--- src/rtl/instruction_cache_pkg.sv ---
// Shared definitions for the direct-mapped instruction cache: FSM state
// encodings and the PC field widths used to split offset, index and tag.
package instruction_cache_pkg;

  localparam int OFFSET_BITS = 2;
  localparam int INDEX_BITS  = 3;
  localparam int TAG_BITS    = 3;
  localparam int BLOCK_BITS  = TAG_BITS + INDEX_BITS;

  typedef enum logic [1:0] {
    ST_IDLE     = 2'd0,
    ST_MEM_READ = 2'd1,
    ST_UPDATE   = 2'd2
  } icache_state_e;

endpackage

--- src/rtl/icache_word_select.sv ---
// Combinational 128-to-32 word mux: picks one instruction word out of a
// cache line using the PC word offset (word 0 lives in bits [31:0]).
module icache_word_select
  import instruction_cache_pkg::*;
(
  input  logic [127:0]           line,
  input  logic [OFFSET_BITS-1:0] offset,
  output logic [31:0]            word
);

  // Offset-driven word mux
  always_comb begin
    word = 32'h0000_0000;
    case (offset)
      2'd0:    word = line[31:0];
      2'd1:    word = line[63:32];
      2'd2:    word = line[95:64];
      2'd3:    word = line[127:96];
      default: word = 32'h0000_0000;
    endcase
  end

endmodule

--- src/rtl/instruction_cache.sv ---
// Read-only direct-mapped instruction cache with zero-cycle hits and a
// three-state refill FSM (IDLE -> MEM_READ -> UPDATE) towards block memory.
module instruction_cache
  import instruction_cache_pkg::*;
#(
  parameter int NUM_BLOCKS      = 8,
  parameter int WORDS_PER_BLOCK = 4,
  parameter int ADDR_BITS       = 10
) (
  input  logic                       CLK,
  input  logic                       RESET,
  input  logic [31:0]                PC,
  output logic [31:0]                INSTRUCTION,
  output logic                       BUSYWAIT,
  output logic                       MEM_READ,
  output logic [BLOCK_BITS-1:0]      MEM_ADDRESS,
  input  logic [WORDS_PER_BLOCK*32-1:0] MEM_READDATA,
  input  logic                       MEM_BUSYWAIT
);

  localparam int LINE_BITS = WORDS_PER_BLOCK * 32;

  logic [OFFSET_BITS-1:0] offset_s;
  logic [INDEX_BITS-1:0]  index_s;
  logic [TAG_BITS-1:0]    tag_s;
  logic                   unused_pc_s;

  logic [NUM_BLOCKS-1:0]  valid_r;
  logic [TAG_BITS-1:0]    tag_mem_r  [NUM_BLOCKS];
  logic [LINE_BITS-1:0]   data_mem_r [NUM_BLOCKS];

  icache_state_e          state_r;
  icache_state_e          state_s;
  logic [INDEX_BITS-1:0]  index_r;
  logic [TAG_BITS-1:0]    tag_r;
  logic [LINE_BITS-1:0]   fill_data_r;
  logic                   mem_read_r;
  logic [BLOCK_BITS-1:0]  mem_addr_r;
  logic [BLOCK_BITS-1:0]  lat_addr_s;

  logic                   hit_s;
  logic                   busy_s;
  logic [LINE_BITS-1:0]   line_s;
  logic [31:0]            word_s;

  // Upper PC bits alias onto the 1 KiB instruction space; byte bits are ignored
  assign offset_s    = PC[OFFSET_BITS+1:2];
  assign index_s     = PC[OFFSET_BITS+INDEX_BITS+1:OFFSET_BITS+2];
  assign tag_s       = PC[ADDR_BITS-1:ADDR_BITS-TAG_BITS];
  assign unused_pc_s = ^{PC[31:ADDR_BITS], PC[1:0]};

  assign hit_s  = valid_r[index_s] && (tag_mem_r[index_s] == tag_s);
  assign line_s = data_mem_r[index_s];

  icache_word_select u_word_select (
    .line   (line_s),
    .offset (offset_s),
    .word   (word_s)
  );

  // Next-state decode and stall request
  always_comb begin
    state_s = state_r;
    busy_s  = 1'b1;
    case (state_r)
      ST_IDLE: begin
        if (hit_s) begin
          busy_s  = 1'b0;
          state_s = ST_IDLE;
        end else begin
          state_s = ST_MEM_READ;
        end
      end
      ST_MEM_READ: begin
        if (MEM_BUSYWAIT) begin
          state_s = ST_MEM_READ;
        end else begin
          state_s = ST_UPDATE;
        end
      end
      ST_UPDATE: state_s = ST_IDLE;
      default:   state_s = ST_IDLE;
    endcase
  end

  // Block address for the refill: fresh PC fields on the miss edge, latched afterwards
  always_comb begin
    if (state_r == ST_IDLE) begin
      lat_addr_s = {tag_s, index_s};
    end else begin
      lat_addr_s = {tag_r, index_r};
    end
  end

  // FSM, refill bookkeeping, valid bits and registered memory request
  always_ff @(posedge CLK) begin
    if (!RESET) begin
      state_r     <= ST_IDLE;
      valid_r     <= '0;
      index_r     <= '0;
      tag_r       <= '0;
      fill_data_r <= '0;
      mem_read_r  <= 1'b0;
      mem_addr_r  <= '0;
    end else begin
      state_r    <= state_s;
      mem_read_r <= (state_s == ST_MEM_READ);
      mem_addr_r <= (state_s == ST_MEM_READ) ? lat_addr_s : '0;
      if (state_r == ST_IDLE && !hit_s) begin
        index_r <= index_s;
        tag_r   <= tag_s;
      end
      if (state_r == ST_MEM_READ && !MEM_BUSYWAIT) begin
        fill_data_r <= MEM_READDATA;
      end
      if (state_r == ST_UPDATE) begin
        valid_r[index_r] <= 1'b1;
      end
    end
  end

  // Tag and data arrays carry no reset; the valid bits alone qualify them
  always_ff @(posedge CLK) begin
    if (RESET && state_r == ST_UPDATE) begin
      tag_mem_r[index_r]  <= tag_r;
      data_mem_r[index_r] <= fill_data_r;
    end
  end

  assign BUSYWAIT    = busy_s;
  assign MEM_READ    = mem_read_r;
  assign MEM_ADDRESS = mem_addr_r;
  assign INSTRUCTION = (RESET && state_r == ST_IDLE && hit_s) ? word_s : 32'h0000_0000;

endmodule

--- config.mk ---
export PLATFORM = sky130hd
export DESIGN_NAME = instruction_cache
export DESIGN_NICKNAME = d
export VERILOG_FILES = /design/src/rtl/instruction_cache_pkg.sv /design/src/rtl/icache_word_select.sv /design/src/rtl/instruction_cache.sv
export SDC_FILE = /design/constraint.sdc
export NUM_CORES = 1
export LEC_CHECK = 0
export ABC_AREA = 0
export CAP_MARGIN = 40
export CORE_MARGIN = 8
export CORE_UTILIZATION = 47
export DETAILED_ROUTE_END_ITERATION = 6
export DONT_BUFFER_PORTS = 1
export GPL_TIMING_DRIVEN = 0
export PLACE_DENSITY = 0.67
export SYNTH_ARGS = -nofsm -noshare
export SYNTH_HDL_FRONTEND = slang
export SYNTH_HIERARCHICAL = 1
export SYNTH_SLANG_ARGS = --single-unit
--- constraint.sdc ---
create_clock -name CLK -period 11.4 [get_ports CLK]
set_input_delay 1.14 -clock CLK [delete_from_list [all_inputs] [get_ports CLK]]
set_output_delay 1.14 -clock CLK [all_outputs]
set_load 0.05 [all_outputs]
==> results of run 1 <==
## stage by stage
stage	std cells	total power (uW)	worst slack, ns	util [%]	instance area, um^2
final	3928	9120	5.84	55.4	53400
after global placement	3561	5350	-9.76	49.0	47300
after global routing	3915	9350	5.70	55.3	53300
after detailed placement	3696	5390	5.81	51.3	49500
after CTS	3908	9160	5.80	55.3	53300
after floorplan	2285	5200	0.155	-	45700
## logic make-up (layout without fill, tap and decap cells)
logic type | Yosys count | after routing
muxes | 440 | 440
DFF | 1199 | 1199
xor gates and xnor gates | 3 | 3
and+or+nand+nor | 326 | 326
buffers and inverters | 172 | 519
AOI/OAI and AO/OA | 145 | 145
other | 0 | 20
## critical path, stage by stage
cell	delay, ns
buf_4	0.22
clkbuf_1	0.67
buf_2	0.53
mux4_2	0.57
mux2_2	0.35
mux4_2	0.49
inv_1	0.11
nor4_2	0.07
buf_4	0.24
## power by group through the flow
stage | Sequential, uW | Clock (uW) | Combinational, uW
3_5_place_dp | 4960 | 0 | 430
2_1_floorplan | 4940 | 0 | 266
6_report | 4860 | 3830 | 429
3_3_place_gp | 4950 | 0 | 396
5_1_grt | 4870 | 4030 | 451
4_1_cts | 4860 | 3870 | 433
## cells in the final DEF (no fill, tap or decap), types with 18 or more instances in the layout
master / count
edfxtp_1: 1048
mux4_2: 291
nand2_1: 269
dfxtp_1: 151
mux2_2: 129
a21oi_1: 128
clkbuf_1: 119
clkbuf_16: 115
buf_6: 45
buf_12: 34
inv_1: 32
nor4_2: 32
buf_2: 30
buf_4: 28
buf_8: 22
clkinv_2: 21
diode_2: 20
mux2i_1: 18
## synthesized netlist by cell type, types with 2 or more instances
cell / count
a21o_1: 8
a21oi_1: 128
a31o_1: 2
a31o_2: 4
and3_1: 6
buf_1: 13
buf_12: 3
buf_2: 30
buf_6: 3
clkbuf_1: 89
dfxtp_1: 151
edfxtp_1: 1048
inv_1: 32
mux2_2: 129
mux2i_1: 18
mux4_1: 2
mux4_2: 291
nand2_1: 269
nand2b_1: 2
nor2_1: 7
nor3_1: 2
nor4_1: 32
o21a_1: 2
or2_2: 2
xor2_1: 3
## final timing paths
| check | endpoint | slack, ns | depth (start not counted) |
|---|---|---|---|
| max reg2reg | data_mem_r[1][92] | 8.20 | 8 |
| min | valid_r[3] | 0.46 | 1 |
| min reg2reg | valid_r[3] | 0.46 | 1 |
| max | INSTRUCTION[8] | 5.84 | 9 |
## state kept, by name, indices dropped and copies added, names as in the netlist
name         flops
MEM_ADDRESS      6
MEM_READ         1
data_mem_r    1024
fill_data_r    128
index_r          3
state_r          2
tag_mem_r       24
tag_r            3
valid_r          8
## final cells by class
cell class,instances,area share (%)
clock buffer,159,5.96
buffer,139,1.19
tap,1276,2.99
antenna,20,0.0938
clock inverter,53,1.19
sequential,1199,64.6
inverter,33,0.232
timing repair buffer,135,3.72
multi-input combinational,914,20.0
## per-layer routing
layer	wire (um)	up-vias	GRT usage (%)
li1	-	9705	-
met1	44100	12132	27.3
met2	58600	991	36.0
met3	9640	216	4.74
met4	3710	14	7.02
met5	92	-	0
==> impl_metrics.csv, run 1 <==
group,metric,value,unit
clock_tree,root_buffer,"clkbuf_16",
grt,grt_use_total,21.2,%
clock_tree,clkSinkCount,1199,
synth,synth_top_cell_area_share,68.9,%
synth,synthXorXnorAreaFrac,0.0575,%
grt,grt_first_pass_wirelength,166,mm
sta,drv_slew,0,
synth,yosysSeqAreaShare,75.5,%
synth,synth-compound-area-share,1.72,%
final_layout,num-fill-cells,7169,
grt,grt_max_degree,23,
worst_hold_path,hp-class,"reg -> reg",
synth,synthTopCellsByArea,"edfxtp_1 69%, mux4_2 14%, dfxtp_1 6.6%, mux2_2 3.2%, nand2_1 2.2%",
run,cap_violations,0,
clock_tree,hold_buffers,0,
setup_path,worst_setup_path_end_kind,"output pin",
placed_design,globalplace.congestion,0.776,
final_layout,multiInputGateArea,10700,um^2
sta,max_slew_margin,39.3,%
final_layout,seqCellArea,34500,um^2
synth,synth_top_family_by_area,"multiplexers",
worst_hold_path,min-delay-start,"valid_r[3]",
setup_path,r2r-start,"state_r[1]",
drt,dr.pass1.iters,5,
sta,tightest_slew,0.911,ns
sta,fmax,180,MHz
grt,grt_overflow,0,
setup_path,crit_path_start,"PC[4]",
clock_tree,cts_tree,"built",
sta,finalClockSkew,0.0335,ns
synth,yosys.area_share.simple,2.98,%
pwr,leakage,0.0162,uW
synth,synth-edff-count,1048,
sta,finalHoldViolCount,0,
pwr,p_sw,1880,uW
pwr,power_frac_comb,4.7,%
clock_tree,clk_pin_slew,0.06,ns
sta,finalSetupTns,0,ns
pwr,powerDensity,171,nW/um^2
drt,avgViaCountPerCell,5.87,
grt,grt_pass1_vias,23421,
synth,synth.distinct_cells,34,
floorplanning,ioPinCount,203,
setup_path,start_kind,"primary input",
floorplanning,die_y,328,um
synth,synth_ff_type,"edfxtp_1",
sta,setup_violations,0,
floorplanning,die-area,107000,um^2
pwr,p_int,7240,uW
synth,syn_area,45700,um^2
synth,syn_area_per_cell,20.0,um^2
sta,hold_slack,0.457,ns
grt,antenna_found_initial,30,
drt,route.detailed.drc,0,
pwr,p_clk_share,42.0,%
final_layout,layout-drive-gt1-share,30.9,%
floorplanning,start_util,47.4,%
sta,rsz0062_at_grt,"false",
synth,synth_top_area_cell,"edfxtp_1",
sta,fin_crit_sh,48.8,%
synth,synth_mux_area_share,18.0,%
synth,synthesis.nets,2448,
pwr,p_sw_share,20.6,%
final_layout,area_growth_syn_to_layout,16.9,%
placed_design,io_buffer_count,0,
drt,totalWireLength,116,mm
synth,synth.ff_latch_count,1199,
setup_path,cp_data_arrival_time,4.42,ns
drt,wl_per_cell,29.6,um
clock_tree,ctsHtreeMaxLevel,3,
synth,ys_warn_count,6,
floorplanning,rows,114,
run_status,outcome,"finished, final reports clean",
pwr,max-vdd-ir-drop,0.116,mV
floorplanning,die_w,328,um
synth,synth-adder-area-share,0,%
final_layout,nets,2697,
clock_tree,cts_resized,0,
setup_path,crit_fanout,10,
setup_path,cp.required,10.26,ns
clock_tree,numCtsBuffers,112,
clock_tree,post-cts-setup-buffers,0,
setup_path,crit_type,"in -> out",
clock_tree,clk_latency,0.68,ns
clock_tree,cts_buffer_depth,3,
pwr,p_seq_share,53.3,%
synth,synthArstFlopShare,0,%
drt,drt_iter0_drc,2418,
synth,synthCells,2285,
drt,ant_nets,0,
sta,min_period,5.56,ns
drt,vias,23058,
placed_design,dp_hpwl,80.0,mm
floorplanning,coreArea,96400,um^2
No activity file was read; power rests on OpenSTA's default activity.
==> inputs of run 2 (changes only) <==
- clock period: 11.4 -> 4.6 ns (I/O delays scaled with it)
==> impl_metrics.csv, run 2 (same netlist as run 1, synthesis figures left out) <==
group,metric,value,unit
pwr,p_int,17900,uW
placed_design,place_ws,0.247,ns
final_layout,final_area,54700,um^2
floorplanning,coreArea,96400,um^2
sta,rsz0062_at_grt,"false",
clock_tree,numCtsBuffers,111,
floorplanning,die_w,328,um
floorplanning,ioPinCount,203,
worst_hold_path,min-delay-start,"RESET",
final_layout,largest_reg_flops,1024,
setup_path,crit_type,"in -> out",
pwr,max-vdd-ir-drop,0.305,mV
drt,avgViaCountPerCell,5.84,
setup_path,start_kind,"primary input",
pwr,leakage,0.0167,uW
sta,max_slew_margin,39.7,%
sta,finalHoldViolCount,0,
placed_design,place_area,49600,um^2
setup_path,crit_fanout,10,
run_status,outcome,"finished, final reports clean",
grt,grt_first_pass_wirelength,167,mm
sta,worst_slack,0.354,ns
final_layout,final_cell_mix,"1048 x edfxtp_1, 291 x mux4_2, 269 x nand2_1",
final_layout,num-fill-cells,7155,
pwr,powerDensity,414,nW/um^2
final_layout,top_regs,"data_mem_r: 1024 flops, fill_data_r: 128 flops, tag_mem_r: 24 flops",
placed_design,globalplace.congestion,0.772,
setup_path,worst_setup_path_end_kind,"output pin",
pwr,p_clk_share,41.6,%
pwr,p_seq_share,53.3,%
grt,grt_max_degree,23,
grt,grt_use_total,21.3,%
final_layout,layout-drive-gt1-share,29.2,%
sta,drv_slew,0,
sta,hold_slack,0.197,ns
setup_path,cp_data_arrival_time,3.79,ns
setup_path,reg2regPathDepth,8,
placed_design,io_buffer_count,0,
drt,wl_per_cell,28.6,um
floorplanning,rows,114,
drt,dr.pass1.iters,5,
clock_tree,cts_buffer_depth,3,
sta,setup_violations,0,
final_layout,nets,2818,
clock_tree,ctsHtreeMaxLevel,3,
clock_tree,clkSinkCount,1199,
grt,grt_pass1_vias,23960,
sta,min_period,4.25,ns
drt,ant_nets,0,
sta,finalClockSkew,0.0313,ns
drt,totalWireLength,116,mm
final_layout,top_register,"data_mem_r",
clock_tree,clk_pin_slew,0.06,ns
drt,drt_iter0_drc,2460,
worst_hold_path,hold_depth,3,
run,cap_violations,0,
floorplanning,die_y,328,um
setup_path,r2r-start,"state_r[1]",
grt,grt_overflow,0,
setup_path,cp.required,4.14,ns
grt,antenna_found_initial,24,
floorplanning,start_util,47.4,%
pwr,p_sw_share,20.8,%
drt,route.detailed.drc,0,
setup_path,rrSetupSlack,1.40,ns
floorplanning,die-area,107000,um^2
sta,tightest_slew,0.905,ns
sta,fmax,236,MHz
drt,vias,23603,
worst_hold_path,hp-class,"in -> reg",
final_layout,layout_commonest_cell,"edfxtp_1",
sta,fin_crit_sh,92.3,%
pwr,p_sw,4700,uW
clock_tree,cts_tree,"built",
final_layout,area_growth_syn_to_layout,19.8,%
placed_design,dp_hpwl,80.6,mm
pwr,power_frac_comb,5.1,%
worst_hold_path,holdPathEnd,"MEM_ADDRESS[5]",
setup_path,worstReg2RegEnd,"data_mem_r[1][92]",
clock_tree,root_buffer,"clkbuf_16",
clock_tree,clk_latency,0.69,ns
==> run 2: worst max-delay path by stage <==
stage	start	to	slack, ns
6_report	PC[5]	INSTRUCTION[0]	0.35
5_1_grt	tag_mem_r[6][1]	INSTRUCTION[18]	0.22
4_1_cts	PC[6]	INSTRUCTION[0]	0.23
3_5_place_dp	PC[6]	INSTRUCTION[0]	0.25
3_3_place_gp	RESET	data_mem_r[2][57]	-4.45
2_1_floorplan	RESET	data_mem_r[2][0]	-0.51
==> run 2: power by group through the flow <==
stage	clock [uW]	combinational, uW	sequential, uW
after floorplan	0	663	12200
after global placement	0	972	12300
after detailed placement	0	1050	12300
after CTS	9520	1160	12000
after global routing	9930	1220	12100
final	9410	1150	12100
==> run 2: worst max-delay path, cell delays in order <==
cell,delay [ns]
buf_2,0.31
clkbuf_1,0.66
clkbuf_1,0.66
mux4_2,0.33
mux2_2,0.23
mux4_2,0.26
inv_1,0.05
nor4_2,0.55
buf_6,0.25
==> run 2: what timing repair did <==
| action | in CTS | in global routing |
|---|---|---|
| buffers inserted | 0 | 0 |
| endpoints found under the hold margin | 134 | 0 |
| hold buffers | 131 | 0 |
| resized for setup | 0 | 0 |
==> run 2: area by class of cell <==
type / count / area, um^2 / share of cell area (%)
flip-flops and latches: 1199 / 34500 / 63.1
plain buffers: 139 / 656 / 1.20
diodes: 15 / 37.5 / 0.0686
multi-input cells: 914 / 10700 / 19.5
inverters: 33 / 129 / 0.236
well taps: 1276 / 1600 / 2.92
repair buffers: 257 / 3340 / 6.10
clock buffers: 151 / 3050 / 5.59
clock inverters: 58 / 699 / 1.28
==> run 2: per-stage QoR <==
stage                TNS, ns  power, uW  std cells  util (%)
floorplan            -290.83      12900       2285         -
global placement    -3937.99      13200       3561      49.1
detailed placement         0      13300       3687      51.4
CTS                        0      22700       4027      56.7
global route               0      23200       4036      56.7
finish                     0      22600       4042      56.7
==> run 2: routing by layer <==
| metal | share of wire [%] | global-route usage [%] |
|---|---|---|
| met4 | 2.2 | 5.66 |
| met3 | 7.6 | 3.81 |
| met5 | 0.056 | 0 |
| met2 | 51 | 36.2 |
| met1 | 40 | 28.3 |
